<file path="src/rtl/mdu_issue_ctrl_if.sv">
// E-stage <-> MDU issue controller bundle: decoded MDU-class instruction in, control strobes out.
// Latency: n/a (wiring only).
// Backpressure: stall_e carries the hold request back to the E stage.
interface mdu_issue_ctrl_if;
    // E-stage side
    logic       clr;
    logic       e_valid;
    logic       e_md_start;
    logic [3:0] e_md_op;
    logic [1:0] e_mt;
    logic       e_mf;

    // Controller side
    logic       mdu_start;
    logic [3:0] mdu_op;
    logic [1:0] mthilo_we;
    logic       hilo_we;
    logic       busy;
    logic       stall_e;
    logic       op_err;

    // Pipeline / decode side drives the instruction and flush
    modport master (
        output clr,
        output e_valid,
        output e_md_start,
        output e_md_op,
        output e_mt,
        output e_mf,
        input  mdu_start,
        input  mdu_op,
        input  mthilo_we,
        input  hilo_we,
        input  busy,
        input  stall_e,
        input  op_err
    );

    // Issue controller consumes the instruction and produces the strobes
    modport slave (
        input  clr,
        input  e_valid,
        input  e_md_start,
        input  e_md_op,
        input  e_mt,
        input  e_mf,
        output mdu_start,
        output mdu_op,
        output mthilo_we,
        output hilo_we,
        output busy,
        output stall_e,
        output op_err
    );
endinterface

</file>
<file path="src/rtl/mdu_issue_ctrl.sv">
// MDU issue/hazard controller: starts mult/div ops, times their latency, pulses HI/LO write-back.
// Latency: start strobe same cycle as accept; hilo_we LAT+1 cycles after start; re-accept at LAT+2.
// Backpressure: stall_e holds any MDU/MT/MF instruction in E while an op is in flight.
module mdu_issue_ctrl #(
    parameter int MULT_LAT = 5,
    parameter int DIV_LAT  = 10,
    parameter int CNT_W    = 4
) (
    input  logic           clk,
    input  logic           reset,
    mdu_issue_ctrl_if.slave bus
);

    typedef enum logic [1:0] {
        IDLE = 2'd0,
        RUN  = 2'd1,
        WB   = 2'd2
    } state_t;

    // Counter reload values: RUN lasts exactly LAT cycles, counting LAT-1 down to 0.
    localparam logic [CNT_W-1:0] MULT_LD = CNT_W'(MULT_LAT - 1);
    localparam logic [CNT_W-1:0] DIV_LD  = CNT_W'(DIV_LAT - 1);

    state_t           r_state;
    logic [CNT_W-1:0] r_cnt;

    logic w_kill;
    logic w_idle;
    logic w_accept;
    logic w_op_legal;
    logic w_is_div;
    logic w_start;
    logic w_mt_req;
    logic w_mt_acc;
    logic w_mdu_instr;

    // Reset acts like a flush on the combinational strobes so nothing leaks out while it is held.
    assign w_kill      = bus.clr | reset;
    assign w_idle      = (r_state == IDLE);
    assign w_accept    = bus.e_valid & ~w_kill & w_idle;
    assign w_op_legal  = (bus.e_md_op <= 4'd7);
    assign w_is_div    = (bus.e_md_op == 4'd2) | (bus.e_md_op == 4'd3);
    assign w_start     = w_accept & bus.e_md_start & w_op_legal;
    assign w_mt_req    = (bus.e_mt != 2'b00);
    // A start and an MT in the same instruction: the start wins and HI/LO is not written directly.
    assign w_mt_acc    = w_accept & ~bus.e_md_start & w_mt_req;
    assign w_mdu_instr = bus.e_md_start | w_mt_req | bus.e_mf;

    assign bus.mdu_start = w_start;
    assign bus.mdu_op    = w_start ? bus.e_md_op : 4'd0;
    assign bus.mthilo_we = w_mt_acc ? bus.e_mt : 2'b00;
    assign bus.op_err    = w_accept & bus.e_md_start & ~w_op_legal;
    // busy comes from registered state only; non-MDU instructions never stall.
    assign bus.busy      = ~w_idle;
    assign bus.stall_e   = bus.e_valid & ~w_idle & w_mdu_instr & ~w_kill;
    // A flush landing on the WB cycle drops the commit: no partial write-back.
    assign bus.hilo_we   = (r_state == WB) & ~w_kill;

    // Issue FSM: IDLE accepts, RUN counts the op latency, WB is the single commit cycle.
    always_ff @(posedge clk) begin
        if (reset) begin
            r_state <= IDLE;
            r_cnt   <= '0;
        end else if (bus.clr) begin
            r_state <= IDLE;
            r_cnt   <= '0;
        end else begin
            case (r_state)
                IDLE: begin
                    if (w_start) begin
                        r_state <= RUN;
                        r_cnt   <= w_is_div ? DIV_LD : MULT_LD;
                    end
                end
                RUN: begin
                    if (r_cnt == '0) begin
                        r_state <= WB;
                    end else begin
                        r_cnt <= r_cnt - 1'b1;
                    end
                end
                WB: begin
                    r_state <= IDLE;
                end
                default: begin
                    r_state <= IDLE;
                    r_cnt   <= '0;
                end
            endcase
        end
    end

endmodule
</file>
<file path="src/flat_wrapper.sv">
// flat-port wrapper written by rule: the top's interface ports become plain ports
module mdu_issue_ctrl_flat 
#(
    parameter int MULT_LAT = 5,
    parameter int DIV_LAT  = 10,
    parameter int CNT_W    = 4
)
  (clk, reset, bus_clr, bus_e_valid, bus_e_md_start, bus_e_md_op, bus_e_mt, bus_e_mf, bus_mdu_start, bus_mdu_op, bus_mthilo_we, bus_hilo_we, bus_busy, bus_stall_e, bus_op_err);
  mdu_issue_ctrl_if bus_i ();
  input  logic clk;
  input  logic reset;
  input wire logic [$bits(bus_i.clr)-1:0] bus_clr;
  input wire logic [$bits(bus_i.e_valid)-1:0] bus_e_valid;
  input wire logic [$bits(bus_i.e_md_start)-1:0] bus_e_md_start;
  input wire logic [$bits(bus_i.e_md_op)-1:0] bus_e_md_op;
  input wire logic [$bits(bus_i.e_mt)-1:0] bus_e_mt;
  input wire logic [$bits(bus_i.e_mf)-1:0] bus_e_mf;
  output wire logic [$bits(bus_i.mdu_start)-1:0] bus_mdu_start;
  output wire logic [$bits(bus_i.mdu_op)-1:0] bus_mdu_op;
  output wire logic [$bits(bus_i.mthilo_we)-1:0] bus_mthilo_we;
  output wire logic [$bits(bus_i.hilo_we)-1:0] bus_hilo_we;
  output wire logic [$bits(bus_i.busy)-1:0] bus_busy;
  output wire logic [$bits(bus_i.stall_e)-1:0] bus_stall_e;
  output wire logic [$bits(bus_i.op_err)-1:0] bus_op_err;
  assign bus_i.clr = bus_clr;
  assign bus_i.e_valid = bus_e_valid;
  assign bus_i.e_md_start = bus_e_md_start;
  assign bus_i.e_md_op = bus_e_md_op;
  assign bus_i.e_mt = bus_e_mt;
  assign bus_i.e_mf = bus_e_mf;
  assign bus_mdu_start = bus_i.mdu_start;
  assign bus_mdu_op = bus_i.mdu_op;
  assign bus_mthilo_we = bus_i.mthilo_we;
  assign bus_hilo_we = bus_i.hilo_we;
  assign bus_busy = bus_i.busy;
  assign bus_stall_e = bus_i.stall_e;
  assign bus_op_err = bus_i.op_err;
  mdu_issue_ctrl #(.MULT_LAT(MULT_LAT), .DIV_LAT(DIV_LAT), .CNT_W(CNT_W)) u_core (.clk(clk), .reset(reset), .bus(bus_i));
endmodule
</file>
<file path="config.mk">
export PLATFORM = sky130hd
export DESIGN_NAME = mdu_issue_ctrl_flat
export DESIGN_NICKNAME = d
export VERILOG_FILES = /design/src/rtl/mdu_issue_ctrl_if.sv /design/src/rtl/mdu_issue_ctrl.sv /design/src/flat_wrapper.sv
export SDC_FILE = /design/constraint.sdc
export NUM_CORES = 1
export LEC_CHECK = 0
export ABC_AREA = 1
export CORE_AREA = 8 8 45 47
export CTS_CLUSTER_DIAMETER = 50
export DETAILED_ROUTE_END_ITERATION = 8
export DIE_AREA = 0 0 53 55
export PLACE_DENSITY = 0.78
export SLEW_MARGIN = 10
export SYNTH_ARGS = -nofsm -noshare
export SYNTH_HDL_FRONTEND = slang
export SYNTH_SLANG_ARGS = --single-unit
</file>
<file path="constraint.sdc">
create_clock -name clk -period 3.2 [get_ports clk]
set_clock_uncertainty 0.15 [all_clocks]
set_input_delay 0.48 -clock clk [delete_from_list [all_inputs] [get_ports clk]]
set_output_delay 0.48 -clock clk [all_outputs]
set_load 0.02 [all_outputs]
</file>
# Yosys cells after proc, flatten, opt, wreduce, memory -nomap -nowiden
# Index checks and enable logic that the tools add are counted.
[totals]
regBits = 6
in_bits = 12
output_inout_bits = 11
wordCells = 46
[op_classes]
add_sub_neg = 1
magnitude_cmp = 1
eq_ne = 7
n_mux = 9
bitwise = 20
n_reduce_logical = 6
[ops]
columns = ["operator", "n"]
rows = [
  ["$mux W4", 4],
  ["$pmux W4 S3", 1],
  ["$and A1 B1 Y1", 11],
  ["$eq A4 B2 Y1 const B", 2],
  ["$mux W2", 3],
  ["$not A1 Y1", 5],
  ["$le A4 B3 Y1 const B", 1],
  ["$logic_not A4 Y1", 1],
  ["$ne A2 B2 Y1 const B", 2],
  ["$or A1 B1 Y1", 4],
  ["$pmux W2 S2", 1],
  ["$sub A4 B1 Y4 const B", 1],
  ["$reduce_and A3 Y1", 1],
  ["$eq A2 B1 Y1 const B", 1],
  ["$eq A2 B2 Y1 const B", 1],
  ["$logic_not A2 Y1", 1],
  ["$ne A2 B1 Y1 const B", 1],
  ["$reduce_and A2 Y1", 1],
  ["$reduce_bool A2 Y1", 1],
  ["$reduce_or A2 Y1", 1],
]

# Depth between registers and ports, before layout
# Gate-level depths: netlist (run 1).
[logic_depth]
word_depth = 8
depth_mapped = 8
depth_no_buf = 8

# Worst setup path after synthesis (run 1)
# No wires, ideal clock.
[synth_timing]
kind = "input to output"
start = "input bus_clr"
end = "output bus_mdu_op[0]"
arrival_time_ps = 1220
required_time_ps = 2570
path_slack_ps = 1350
stages = 5
n_path_buf = 0
cell_sequence = "nor2_4 -> nand2_2 -> nor2_4 -> nand3_4 -> nor2_1"
[synth_between]
elab_chain_cells = 7
[synth_lines]
columns = ["item", "line", "source"]
rows = [
  ["start: declaration", "flat_wrapper.sv:12", "input wire logic [$bits(bus_i.clr)-1:0] bus_clr;"],
  ["$or A1 B1 Y1", "mdu_issue_ctrl.sv:38", "assign w_kill = bus.clr | reset;"],
  ["$not A1 Y1", "mdu_issue_ctrl.sv:40", "assign w_accept = bus.e_valid & ~w_kill & w_idle;"],
  ["$and A1 B1 Y1 (2 in a row)", "mdu_issue_ctrl.sv:40", ""],
  ["$and A1 B1 Y1 (2 in a row)", "mdu_issue_ctrl.sv:43", "assign w_start = w_accept & bus.e_md_start & w_op_legal;"],
  ["$mux W4", "mdu_issue_ctrl.sv:50", "assign bus.mdu_op = w_start ? bus.e_md_op : 4'd0;"],
  ["end: declaration", "flat_wrapper.sv:19", "output wire logic [$bits(bus_i.mdu_op)-1:0] bus_mdu_op;"],
]
# Every way passes these cells.

# Final worst setup path (run 1)
# Ends and elaborated chain as after synthesis.

==> results of run 1 <==
[cell usage after synthesis (all sizes together)]
cell	count	area [sq um]
nor3	2	10.0
nand3	7	47.6
dfxtp	6	120
nand2	17	76.3
nor4	2	12.5
nor2	19	88.8
ha	2	25.0
inv	14	52.6
or2	1	6.26
nand3b	1	7.51
a31oi	1	21.3
buf	1	7.51
conb	1	3.75
a21oi	7	35.0
[power by group]
part	switching (mW)	total, mW	internal [mW]
logic	0.0190	0.0392	0.0202
registers	0.000572	0.0762	0.0756
clock network	0.0293	0.0719	0.0426
[area by class of cell]
class                   instances  area (sq um)  share of cell area (%)
well taps                      16          20.0                    2.64
clock buffers                   3          22.5                    2.97
repair buffers                 21           210                    27.7
flip-flops and latches          6           120                    15.8
multi-input cells              60           334                    44.0
inverters                      14          52.6                    6.92
[routing by layer]
layer | part of all wire (%) | routed length (microns) | vias up | GRT usage (%)
li1 | - | - | 298 | -
met1 | 41 | 551 | 235 | 9.73
met2 | 48 | 637 | 17 | 17.6
met3 | 9.4 | 125 | 4 | 4.01
met4 | 1.1 | 15 | 0 | 3.88
met5 | 0 | 0 | - | 0
[metrics by stage]
step / instance area, sq um / std cells
floorplan: 514 / 81
global placement: 737 / 117
detailed placement: 737 / 117
CTS: 759 / 120
global route: 759 / 120
finish: 759 / 120
[cell families (layout without fill, tap and decap cells)]
logic type	Yosys count	after routing	share of synthesized area [%]
adder cells (fa/ha/maj)	2	2	4.87
AND/OR/NAND/NOR	49	49	48.4
buffers and inverters	15	38	11.7
AO/OA/AOI/OAI	8	8	10.9
other	1	1	0.729
flip-flops	6	6	23.4
[flip-flops by register name, summed over array words and instances (netlist names)]
| signal | cells |
|---|---|
| u_core.r_cnt | 4 |
| u_core.r_state | 2 |
[worst paths after layout]
kind / cells past startpoint / end
setup reg to reg: 8 / u_core.r_cnt[2]
hold / removal: 1 / u_core.r_state[1]
hold reg to reg: 1 / u_core.r_state[1]
setup / recovery: 7 / bus_mdu_op[0]
[worst reg2reg max path: cells and delay by family, from the launching register on]
kind	cells	cell delay, ns
buffers and inverters	1	0.09
adder cells (fa/ha/maj)	1	0.21
AND/OR/NAND/NOR	6	0.65
flip-flops	1	0.32
==> flow_summary.toml, run 1 <==
[run_status]
outcome = "completed"

[placed_design]
port_buffers = 21
hpwl_microns = 1130
dp_slack_ns = 0.405
routabilityCongestion = 0.764

[worst_setup_path]
critPathTopFamily = "buffers and inverters"
crit_arrival_ns = 2.16
critPathLaunch = "bus_clr"
crit_type = "in2out"
crit_buf_inv = 2
cp.required_ns = 2.57
r2r_start = "u_core.r_cnt[0]"
crit_chain = "clkdlybuf4s50_1 -> nor2_4 -> nand2_2 -> nor2_4 -> nand3_4 -> nor2_1 -> clkdlybuf4s50_1"
cp_slowest_cell = "clkdlybuf4s50_1"
cp-start-kind = "input port"
crit_fanout = 6
worstSetupEndpointType = "output port"
slowest_delay_ns = 0.61
r2r_slack_ns = 1.67

[floorplanning]
io_pins = 23
dieArea_sq_mm = 0.00292
die_w_microns = 53
coreArea_sq_mm = 0.00138
start_util_pct = 37.2
rows = 14
die_h_microns = 55

[timing]
max_freq_ghz = 0.359
rsz0062_at_grt = "no"
setup_slack_ns = 0.412
fin_crit_sh_pct = 87.1
post-route-min-period_ns = 2.79
whs_ns = 0.324
final_hold_viol_count = 0
drv_slew = 0
fin_setup_tns_ns = 0
setup_viol = 0

[cts]
max-clock-path-buffers = 2
clk_latency_ns = 0.25
cts.reportedPaths.clkPinSlew_ns = 0.05
post_cts_buffers = 0
cts_resized = 0
cts_buffers = 3
clock-root-buffer = "clkbuf_4"
ctsHoldBuffers = 0
cts.htree.levels = 1
cts_sinks = 6
cts_tree = "done"

[route]
first_pass_iters = 4
via_count = 554
ant_nets = 0
wirelength_microns = 1330
first_iter_violations = 11
route.detailed.drc = 0
wl_per_cell_microns = 11.1
vias_per_cell = 4.62

[flow_run]
maxCapViolCount = 0

[yosys]
syn-num-nets = 95
yosysUniqueCellTypes = 20
synth-seq-area-share_pct = 23.4
yosysWarnings = 0
avgSynthCellArea_sq_um = 6.35
ys_ff_latch = 6
syn_inst = 81
synth_area_sq_um = 514

[worst_hold_path]
min_from = "u_core.r_state[1]"
hp-class = "reg2reg"

[power_and_ir_drop]
vdd_drop_max_uv = 148
leakage_nw = 0.309
fin_total_pwr_mw = 0.187
p_per_area_mw_per_mm2 = 247

[grt]
antenna_found_initial = 0
grt_pass1_wl_microns = 2180
grt_overflow = 0
grt_use_total_pct = 9.73
grt_pass1_vias = 511
grt_max_degree = 9

[finish]
area_growth_syn_to_layout_pct = 47.7
final_cell_mix = "clkdlybuf4s50_1, nor2_1, nand2_1"
drive_above_1_share_pct = 12.5
nets = 120
diodes = 0
fill_cells = 135
mostFrequentLayoutCell = "clkdlybuf4s50_1"
fin_util_pct = 54.9
Note: power is estimated with default switching activity, not from simulation.
==> run 2: changes to the inputs <==
--- a/config.mk
+++ b/config.mk
@@ -6,11 +6,11 @@
 export NUM_CORES = 1
 export LEC_CHECK = 0
 export ABC_AREA = 1
-export CORE_AREA = 8 8 45 47
+export CORE_MARGIN = 8
+export CORE_UTILIZATION = 39
 export CTS_CLUSTER_DIAMETER = 50
 export DETAILED_ROUTE_END_ITERATION = 8
-export DIE_AREA = 0 0 53 55
-export PLACE_DENSITY = 0.78
+export PLACE_DENSITY = 0.79
 export SLEW_MARGIN = 10
 export SYNTH_ARGS = -nofsm -noshare
 export SYNTH_HDL_FRONTEND = slang
==> constraint.sdc (replaced) <==
create_clock -name clk -period 2.6 [get_ports clk]
set_clock_uncertainty 0.15 [all_clocks]
set_input_delay 0.39 -clock clk [delete_from_list [all_inputs] [get_ports clk]]
set_output_delay 0.39 -clock clk [all_outputs]
set_load 0.02 [all_outputs]
==> run 2 against run 1 <==
Compared with the run above: hold slack got worse by 0.016 ns; first-iteration DRC count decreased by 82%; register-to-register slack got worse by 0.57 ns; non-clock buffer count rose by 1; combinational power rose by 24%; sequential share of layout area shrank 0.23 points; cell area rose by 1.5%; core utilization increased by 5.9 points; critical path depth shrank 1; largest power group unchanged; flip-flop and latch count unchanged; wire length shrank 5.9%; critical path type unchanged.
==> flow_summary.toml, run 2 (synthesis results as in run 1) <==
[floorplanning]
io_pins = 23
dieArea_sq_mm = 0.00274
rows = 13
die_h_microns = 52.3
die_w_microns = 52.3
coreArea_sq_mm = 0.00127
start_util_pct = 40.5

[power_and_ir_drop]
p_per_area_mw_per_mm2 = 297
leakage_nw = 0.352
vdd_drop_max_uv = 177

[finish]
fin_cells = 120
largest_register_ffs = 4
top_register = "u_core.r_cnt"
diodes = 0
final_area_sq_um = 771
top_regs = "u_core.r_cnt: 4 flops, u_core.r_state: 2 flops"
drive_above_1_share_pct = 13.3
final_cell_mix = "clkdlybuf4s50_1, nor2_1, nand2_1"
area_growth_syn_to_layout_pct = 49.9
mostFrequentLayoutCell = "clkdlybuf4s50_1"
nets = 121

[timing]
final_hold_viol_count = 0
drv_slew = 0
fin_setup_tns_ns = 0
setup_slack_ns = 0.104
post-route-min-period_ns = 2.50
max_freq_ghz = 0.401
rsz0062_at_grt = "no"
fin_crit_sh_pct = 96.0
setup_viol = 0

[worst_hold_path]
whs_path_depth = 1
hp-class = "reg2reg"
min_from = "u_core.r_state[1]"
holdPathEnd = "u_core.r_state[1]"

[cts]
max-clock-path-buffers = 2
clock-root-buffer = "clkbuf_4"
cts.reportedPaths.clkPinSlew_ns = 0.04
clk_latency_ns = 0.24
cts_tree = "done"
cts.htree.levels = 1
ctsHoldBuffers = 0
cts_buffers = 3
cts_sinks = 6

[placed_design]
hpwl_microns = 1060
dp_slack_ns = 0.0498
routabilityCongestion = 0.758
placed_area_sq_um = 743
dp_cells = 117
port_buffers = 21

[worst_setup_path]
cp-start-kind = "input port"
r2r_start = "u_core.r_cnt[0]"
crit_path_frequent_cell = "clkdlybuf4s50_1"
reg2regPathDepth = 8
critPathTopFamily = "buffers and inverters"
crit_chain = "clkdlybuf4s50_1 -> nor2_4 -> buf_4 -> inv_1 -> nor3_1 -> clkdlybuf4s50_1"
crit_fanout = 5
cp_slowest_cell = "clkdlybuf4s50_1"
r2r_slack_ns = 1.10
worstSetupEndpointType = "output port"
crit_buf_inv = 4
slowest_delay_ns = 0.64
r2r-end = "u_core.r_cnt[2]"
crit_type = "in2out"
crit_arrival_ns = 1.96
cp.required_ns = 2.06

[grt]
antenna_found_initial = 0
grt_overflow = 0
grt_pass1_wl_microns = 2090
grt_pass1_vias = 505
grt_use_total_pct = 9.75
grt_max_degree = 9

[route]
ant_nets = 0
first_pass_iters = 3
via_count = 556
wirelength_microns = 1250
first_iter_violations = 2
route.detailed.drc = 0
wl_per_cell_microns = 10.4
vias_per_cell = 4.63

[flow_run]
maxCapViolCount = 0

[run_status]
outcome = "completed"
==> run 2: routing by layer <==
metal | vias to the layer above | wire length, microns | GRT usage [%]
met3 | 4 | 117 | 4.26
li1 | 302 | - | -
met2 | 15 | 602 | 17.0
met4 | 0 | 12 | 3.88
met1 | 235 | 517 | 9.89
met5 | - | 0 | 0
==> run 2: worst max-delay path by stage <==
stage / from / end / cells past startpoint
after floorplan: u_core.r_state[1] / bus_stall_e / 4
after global placement: bus_clr / bus_mdu_op[2] / 7
after detailed placement: bus_clr / bus_mdu_op[0] / 7
after CTS: bus_clr / bus_mdu_op[0] / 7
after global routing: bus_clr / bus_hilo_we / 6
final: bus_clr / bus_hilo_we / 6
==> run 2: report_power, final <==
group / internal, mW / total, mW / switching (mW)
clock network: 0.0522 / 0.0863 / 0.0340
logic: 0.0258 / 0.0488 / 0.0230
registers: 0.0931 / 0.0938 / 0.000667
total: 0.171 / 0.229 / 0.0577
==> run 2: what timing repair did <==
action,4_1_cts,5_1_grt
endpoints found under the setup margin,0,2
gates resized for setup,0,2
setup buffers,0,0
==> run 2: layout make-up <==
type | instances | area (sq um)
clock buffers | 3 | 22.5
fillers | 132 | 498
inverters | 14 | 52.6
multi-input cells | 60 | 334
flip-flops and latches | 6 | 120
well taps | 15 | 18.8
repair buffers | 22 | 223
==> run 2: per-stage QoR <==
step                      utilization, %  hold slack (ns)  power [mW]
after floorplan                        -            0.291       0.119
after global placement              58.6            0.306       0.144
after detailed placement            58.6            0.305       0.145
after CTS                           60.4            0.312       0.233
after global routing                60.7            0.352       0.242
final                               60.7            0.307       0.229
==> RTL edit 1 (settings of run 2) <==
`CNT_W` is set to 4 in 2 places; all go to 6.
--- a/src/rtl/mdu_issue_ctrl.sv
+++ b/src/rtl/mdu_issue_ctrl.sv
@@ -4,7 +4,7 @@
 module mdu_issue_ctrl #(
     parameter int MULT_LAT = 5,
     parameter int DIV_LAT  = 10,
-    parameter int CNT_W    = 4
+    parameter int CNT_W    = 6
 ) (
     input  logic           clk,
     input  logic           reset,
--- a/src/flat_wrapper.sv
+++ b/src/flat_wrapper.sv
@@ -3,7 +3,7 @@
 #(
     parameter int MULT_LAT = 5,
     parameter int DIV_LAT  = 10,
-    parameter int CNT_W    = 4
+    parameter int CNT_W    = 6
 )
   (clk, reset, bus_clr, bus_e_valid, bus_e_md_start, bus_e_md_op, bus_e_mt, bus_e_mf, bus_mdu_start, bus_mdu_op, bus_mthilo_we, bus_hilo_we, bus_busy, bus_stall_e, bus_op_err);
   mdu_issue_ctrl_if bus_i ();
Function: same outputs for any inputs over 10 cycles, from zero or initial values; that may be too few to reach the edited logic, so the function may still have changed.
==> RTL edit 1 against run 2 <==
  * Synthesized cell count increased by 25%
  * Register-to-register slack better by 0.04 ns
  * Sequential cell count increased by 2
  * Routed wire length up 36%
  * Total power grew 21%
  * Setup slack worse by 0.044 ns
  * Synthesized area grew 24%
  * Cell area grew 18%
  * Clock power is 12% higher
  * Global-route usage is 0.96 points higher
  * Highest routed layer unchanged
==> RTL edit 1: results (changes against run 2) <==
- Slowest CP cell: clkdlybuf4s50_1 (unchanged)
- CP top delay family: buffers and inverters (unchanged)
- Initial DRC count: 21 (was 2)
- First-pass GRT wire length: 2.835 mm (was 2.090 mm)
- I/O Buffers: 21 (unchanged)
- Final Non-Filler Cells: 142 (was 120)
- # fillers: 155 (was 132)
- Syn Nets: 115 (was 95)
- Drt first pass iters: 4 (was 3)
- Area after DPL: 873.3 um^2 (was 743.2 um^2)
- Fraction of registers with async set/reset: 0 (unchanged)
- Commonest register cell after synthesis: dfxtp_1 (unchanged)
- Antenna diode count: 0 (unchanged)
- Vias in the first global route: 679 (was 505)
- Xor/xnor share of the synthesized area: 0 (unchanged)
- Avg WL per Cell: 12.00 um (was 10.43 um)
- TritonCTS Buffers: 3 (unchanged)
- Status: complete, no violations (unchanged)
- Count of cell types in the netlist: 20 (unchanged)
- Delay of the slowest cell on the worst path: ~0.65 ns
- CP arrival: 2.00 ns (was 1.96 ns)
- Worst hold-check path type: reg2reg (unchanged)
- Clock root buffer: clkbuf_4 (unchanged)
- DR vias: 723 (was 556)
- Syn avg cell area: 6.330 um^2 (was 6.349 um^2)
- Worst-case clock buffer depth: 2 (unchanged)
- Placer Congestion: 0.8210 (was 0.7583)
- Post-synthesis adder-cell area fraction: 0.03914 (was 0.04866)
- Synth warn: 0 (unchanged)
- Total global-route track usage: 0.1070 (was 0.09745)
- Worst-path maximum fanout: 5 (unchanged)
- Initial antenna violation count: 0 (unchanged)
- Compound-Gate Fraction of Synth Area: 0.06262 (was 0.1095)
- Sequential fraction of the synthesis area: 0.2505 (was 0.2336)
- Clock edge transition at the registers on the reported setup and hold paths: roughly 0.05 ns
- Largest net degree at the start of global routing: 12 (was 9)
- Mux contribution to synthesized area: 0 (unchanged)
- H-tree Lvls: 1 (unchanged)
- Net count, final: 142 (was 121)
- Dpl hpwl: 1.417 mm (was 1.057 mm)
- P_leak: 0.0005726 uW (was 0.0003516 uW)
- VDD IR max: 238.4 uV (was 176.8 uV)
- Clk_lat worst skew: 0.26 ns (was 0.24 ns)
- Share of layout cells above drive strength 1: 0.09524 (was 0.1333)
- Synth area leaders: dfxtp_1 (25%), nand2_1 (11%), inv_1 (11%) (was dfxtp_1 (23%), nor2_1 (12%), nand2_1 (10%))
- Biggest regs: u_core.r_cnt (6), u_core.r_state (2) (was u_core.r_cnt (4), u_core.r_state (2))
- Top cells by count, synth: nand2_1 (19), inv_1 (18), nor2_1 (17) (was nor2_1 (16), nand2_1 (14), inv_1 (13))
- Largest family of logic cells by synthesized area: simple AND/OR/NAND/NOR gates (unchanged)
==> RTL edit 1: changes by cell type in the layout (fill, tap and decap cells not counted), sizes merged, moves of 3 or more <==
cell	delta
nand3	+3
inv	+4
nand2	+4
dlymetal6s2s	+3
clkdlybuf4s50	-4
o21ai	+3
nand4	+5
==> RTL edit 1: final timing paths <==
kind                          start                to  slack, ns  cells after the start
hold reg to reg     u_core.r_cnt[5]   u_core.r_cnt[5]       0.36                      2
setup / recovery            bus_clr  bus_mthilo_we[1]       0.06                      5
hold / removal      u_core.r_cnt[5]   u_core.r_cnt[5]       0.36                      2
setup reg to reg  u_core.r_state[0]   u_core.r_cnt[0]       1.14                      7
==> RTL edit 1: repair_timing <==
action | CTS | global route
hold buffers | 0 | 0
setup buffers | 0 | 0
setup endpoints to repair | 1 | 5
resized for setup | 1 | 5
==> RTL edit 1: layout make-up <==
type | count | area [um^2] | share of cell area
clock buffers | 3 | 22.52 | 0.02483
inverters | 18 | 67.56 | 0.07448
multi-input cells | 73 | 392.9 | 0.4331
flip-flops and latches | 8 | 160.2 | 0.1766
well taps | 16 | 20.02 | 0.02207
repair buffers | 24 | 244.0 | 0.2690
==> RTL edit 1: kinds of logic after synthesis <==
| family | after synthesis |
|---|---|
| compound gates | 8 |
| simple gates | 62 |
| flops | 8 |
| fa+ha+maj | 2 |
| other cells | 1 |
| buf+inv | 20 |
==> RTL edit 1: per-layer routing <==
layer / vias to the layer above / GRT usage / routed length (um)
li1: 372 / - / -
met5: - / 0 / 0
met4: 0 / 0.04124 / 17
met1: 332 / 0.1059 / 680
met2: 17 / 0.1944 / 912
met3: 2 / 0.04045 / 94
==> RTL edit 1: per-stage QoR <==
stage               utilization  setup slack [ns]  setup TNS, ns  total power, uW
floorplan                     -            0.7905              0            154.5
global placement         0.5731          -0.01313       -0.01313            182.4
detailed placement       0.5731         -0.002562      -0.002562            183.4
CTS                      0.5870          0.002053              0            281.2
global route             0.5952         -0.003389      -0.003389            291.9
finish                   0.5952           0.06020              0            277.3
==> RTL edit 1: power breakdown <==
part	total (uW)	switching, uW	internal [uW]
Clock	96.9	44.0	52.9
Combinational	55.7	27.8	27.9
Sequential	125	1.02	124
==> RTL edit 1: worst min-delay path: cells and delay by family, from the launching register on <==
| kind | cells | cell delay, ns |
|---|---|---|
| DFF | 1 | 0.33 |
| and+or+nand+nor | 2 | 0.13 |
==> RTL edit 2 (settings of run 2) <==
Without the edit above. Put a register stage on the output `bus.op_err`. The value now appears one clock later.
--- a/src/rtl/mdu_issue_ctrl.sv
+++ b/src/rtl/mdu_issue_ctrl.sv
@@ -49,7 +49,9 @@
     assign bus.mdu_start = w_start;
     assign bus.mdu_op    = w_start ? bus.e_md_op : 4'd0;
     assign bus.mthilo_we = w_mt_acc ? bus.e_mt : 2'b00;
-    assign bus.op_err    = w_accept & bus.e_md_start & ~w_op_legal;
+    always_ff @(posedge clk) begin
+        bus.op_err <= w_accept & bus.e_md_start & ~w_op_legal;
+    end
     // busy comes from registered state only; non-MDU instructions never stall.
     assign bus.busy      = ~w_idle;
     assign bus.stall_e   = bus.e_valid & ~w_idle & w_mdu_instr & ~w_kill;
Formal check against the unedited RTL: not equivalent (Yosys sat finds a counterexample within 4 cycles, from zero or initial values).
==> RTL edit 2 against run 2 <==
  * Sequential power grew 16%
  * Global-route usage grew 2.1 points
  * Die area shrank 1.0%
  * Count of clock-buffer cells in the layout grew 1
  * Sequential cell count grew 1
  * Cell area grew 0.49%
  * Setup slack lost 0.021 ns
  * Clock power grew 21%
  * Synthesized area shrank 1.5%
  * First-iteration DRC count grew to 7.5 times the old value
  * Routed wire length grew 18%
  * Core utilization grew 1.1 points
  * Fmax shrank 0.84%
  * Total power grew 15%
  * Largest power group unchanged
==> RTL edit 2: results (changes against run 2) <==
- Status: complete, no violations (unchanged)
- Worst R2R Setup Slack: 0.85 ns (was 1.10 ns)
- VDD IR max: 179.8 uV (was 176.8 uV)
- Count of cell types in the netlist: 19 (was 20)
- # Post-CTS Setup Buffers: 0 (unchanged)
- CP arrival: 1.98 ns (was 1.96 ns)
- Avg WL per Cell: 11.92 um (was 10.43 um)
- Sequential fraction of the synthesis area: 0.2765 (was 0.2336)
- Clk_lat worst skew: 0.26 ns (was 0.24 ns)
- DR vias/cell: 4.895 (was 4.633)
- Largest net degree at the start of global routing: 10 (was 9)
- Hold Crit Start: u_core.r_cnt[3] (was u_core.r_state[1])
- Reg2reg path depth: 7 (was 8)
- Total global-route track usage: 0.1181 (was 0.09745)
- Synth area leaders: dfxtp_1 (28%), inv_1 (11%), nand2_1 (10%) (was dfxtp_1 (23%), nor2_1 (12%), nand2_1 (10%))
- Drt first pass iters: 4 (was 3)
- Share of layout cells above drive strength 1: 0.1284 (was 0.1333)
- Initial DRC count: 15 (was 2)
- Hold EP: u_core.r_cnt[3] (was u_core.r_state[1])
- Setup WS post-layout: 0.08288 ns (was 0.1041 ns)
- Syn avg cell area: 6.256 um^2 (was 6.349 um^2)
- Clock edge transition at the registers on the reported setup and hold paths: 0.06 ns (was 0.04 ns)
- Hold path cells: 4 (was 1)
- First-pass GRT wire length: 2.463 mm (was 2.090 mm)
- Dpl hpwl: 1.194 mm (was 1.057 mm)
- Vias in the first global route: 593 (was 505)
- CTS resizes: 5 (was 0)
- # fillers: 107 (was 132)
- Worst-path maximum fanout: 4 (was 5)
- Top cells by count, synth: inv_1 (15), nand2_1 (14), nor2_1 (11) (was nor2_1 (16), nand2_1 (14), inv_1 (13))
[RTL edit 2: cell types whose count changed after synthesis, moves of 2 or more]
| cell | run 2 | this run |
|---|---|---|
| nor2_1 | 16 | 11 |
| a21oi_1 | 7 | 4 |
| inv_1 | 13 | 15 |
| nand3_1 | 6 | 8 |
| nor3_1 | 2 | 4 |
| nor4_1 | 2 | 4 |
| o21ai_0 | 0 | 2 |
[RTL edit 2: metrics by stage]
step	instance area [um^2]	hold slack, ns	TNS, ns
after floorplan	506.7	0.3181	0
after global placement	754.5	0.4358	0
after detailed placement	754.5	0.4482	-0.02784
after CTS	774.5	0.4547	0
after global routing	774.5	0.4891	0
final	774.5	0.4493	0
[RTL edit 2: per-layer routing]
layer / share of wire / track usage
met5: 0 / 0
met4: 0.030 / 0.09292
met3: 0.093 / 0.03989
met2: 0.48 / 0.2000
met1: 0.40 / 0.1145
[RTL edit 2: cell families (layout without fill, tap and decap cells)]
family	count (synthesis)	after routing	synth area share
simple gates	46	46	0.4420
buf+inv	18	46	0.1555
compound gates	7	7	0.06913
flops	7	7	0.2765
fa+ha+maj	2	2	0.04937
other cells	1	1	0.007400
[RTL edit 2: layout make-up]
class	instances	area, um^2	area share
flip-flops and latches	7	140.1	0.1809
well taps	15	18.77	0.02423
multi-input cells	56	287.8	0.3716
repair buffers	26	241.5	0.3118
inverters	16	60.06	0.07754
clock buffers	4	26.28	0.03393
[RTL edit 2: worst max path at each step]
stage	from	to
4_1_cts	bus_clr	bus_mdu_start
3_3_place_gp	bus_clr	bus_mthilo_we[1]
6_report	bus_clr	bus_mdu_start
2_1_floorplan	bus_clr	bus_mthilo_we[0]
5_1_grt	bus_clr	bus_mdu_start
3_5_place_dp	bus_clr	bus_mthilo_we[1]
[RTL edit 2: worst min-delay path: cells and delay by family, from the launching register on]
kind / cells / cell delay (ns)
flops: 1 / 0.31
simple gates: 3 / 0.18
buf+inv: 1 / 0.08
[RTL edit 2: power by group]
part	internal [uW]	switching, uW	leakage [uW]	total (uW)
clock network	58.9	44.7	0.0000150	104
logic	26.7	24.1	0.000336	50.8
registers	109	0.777	0.0000565	109
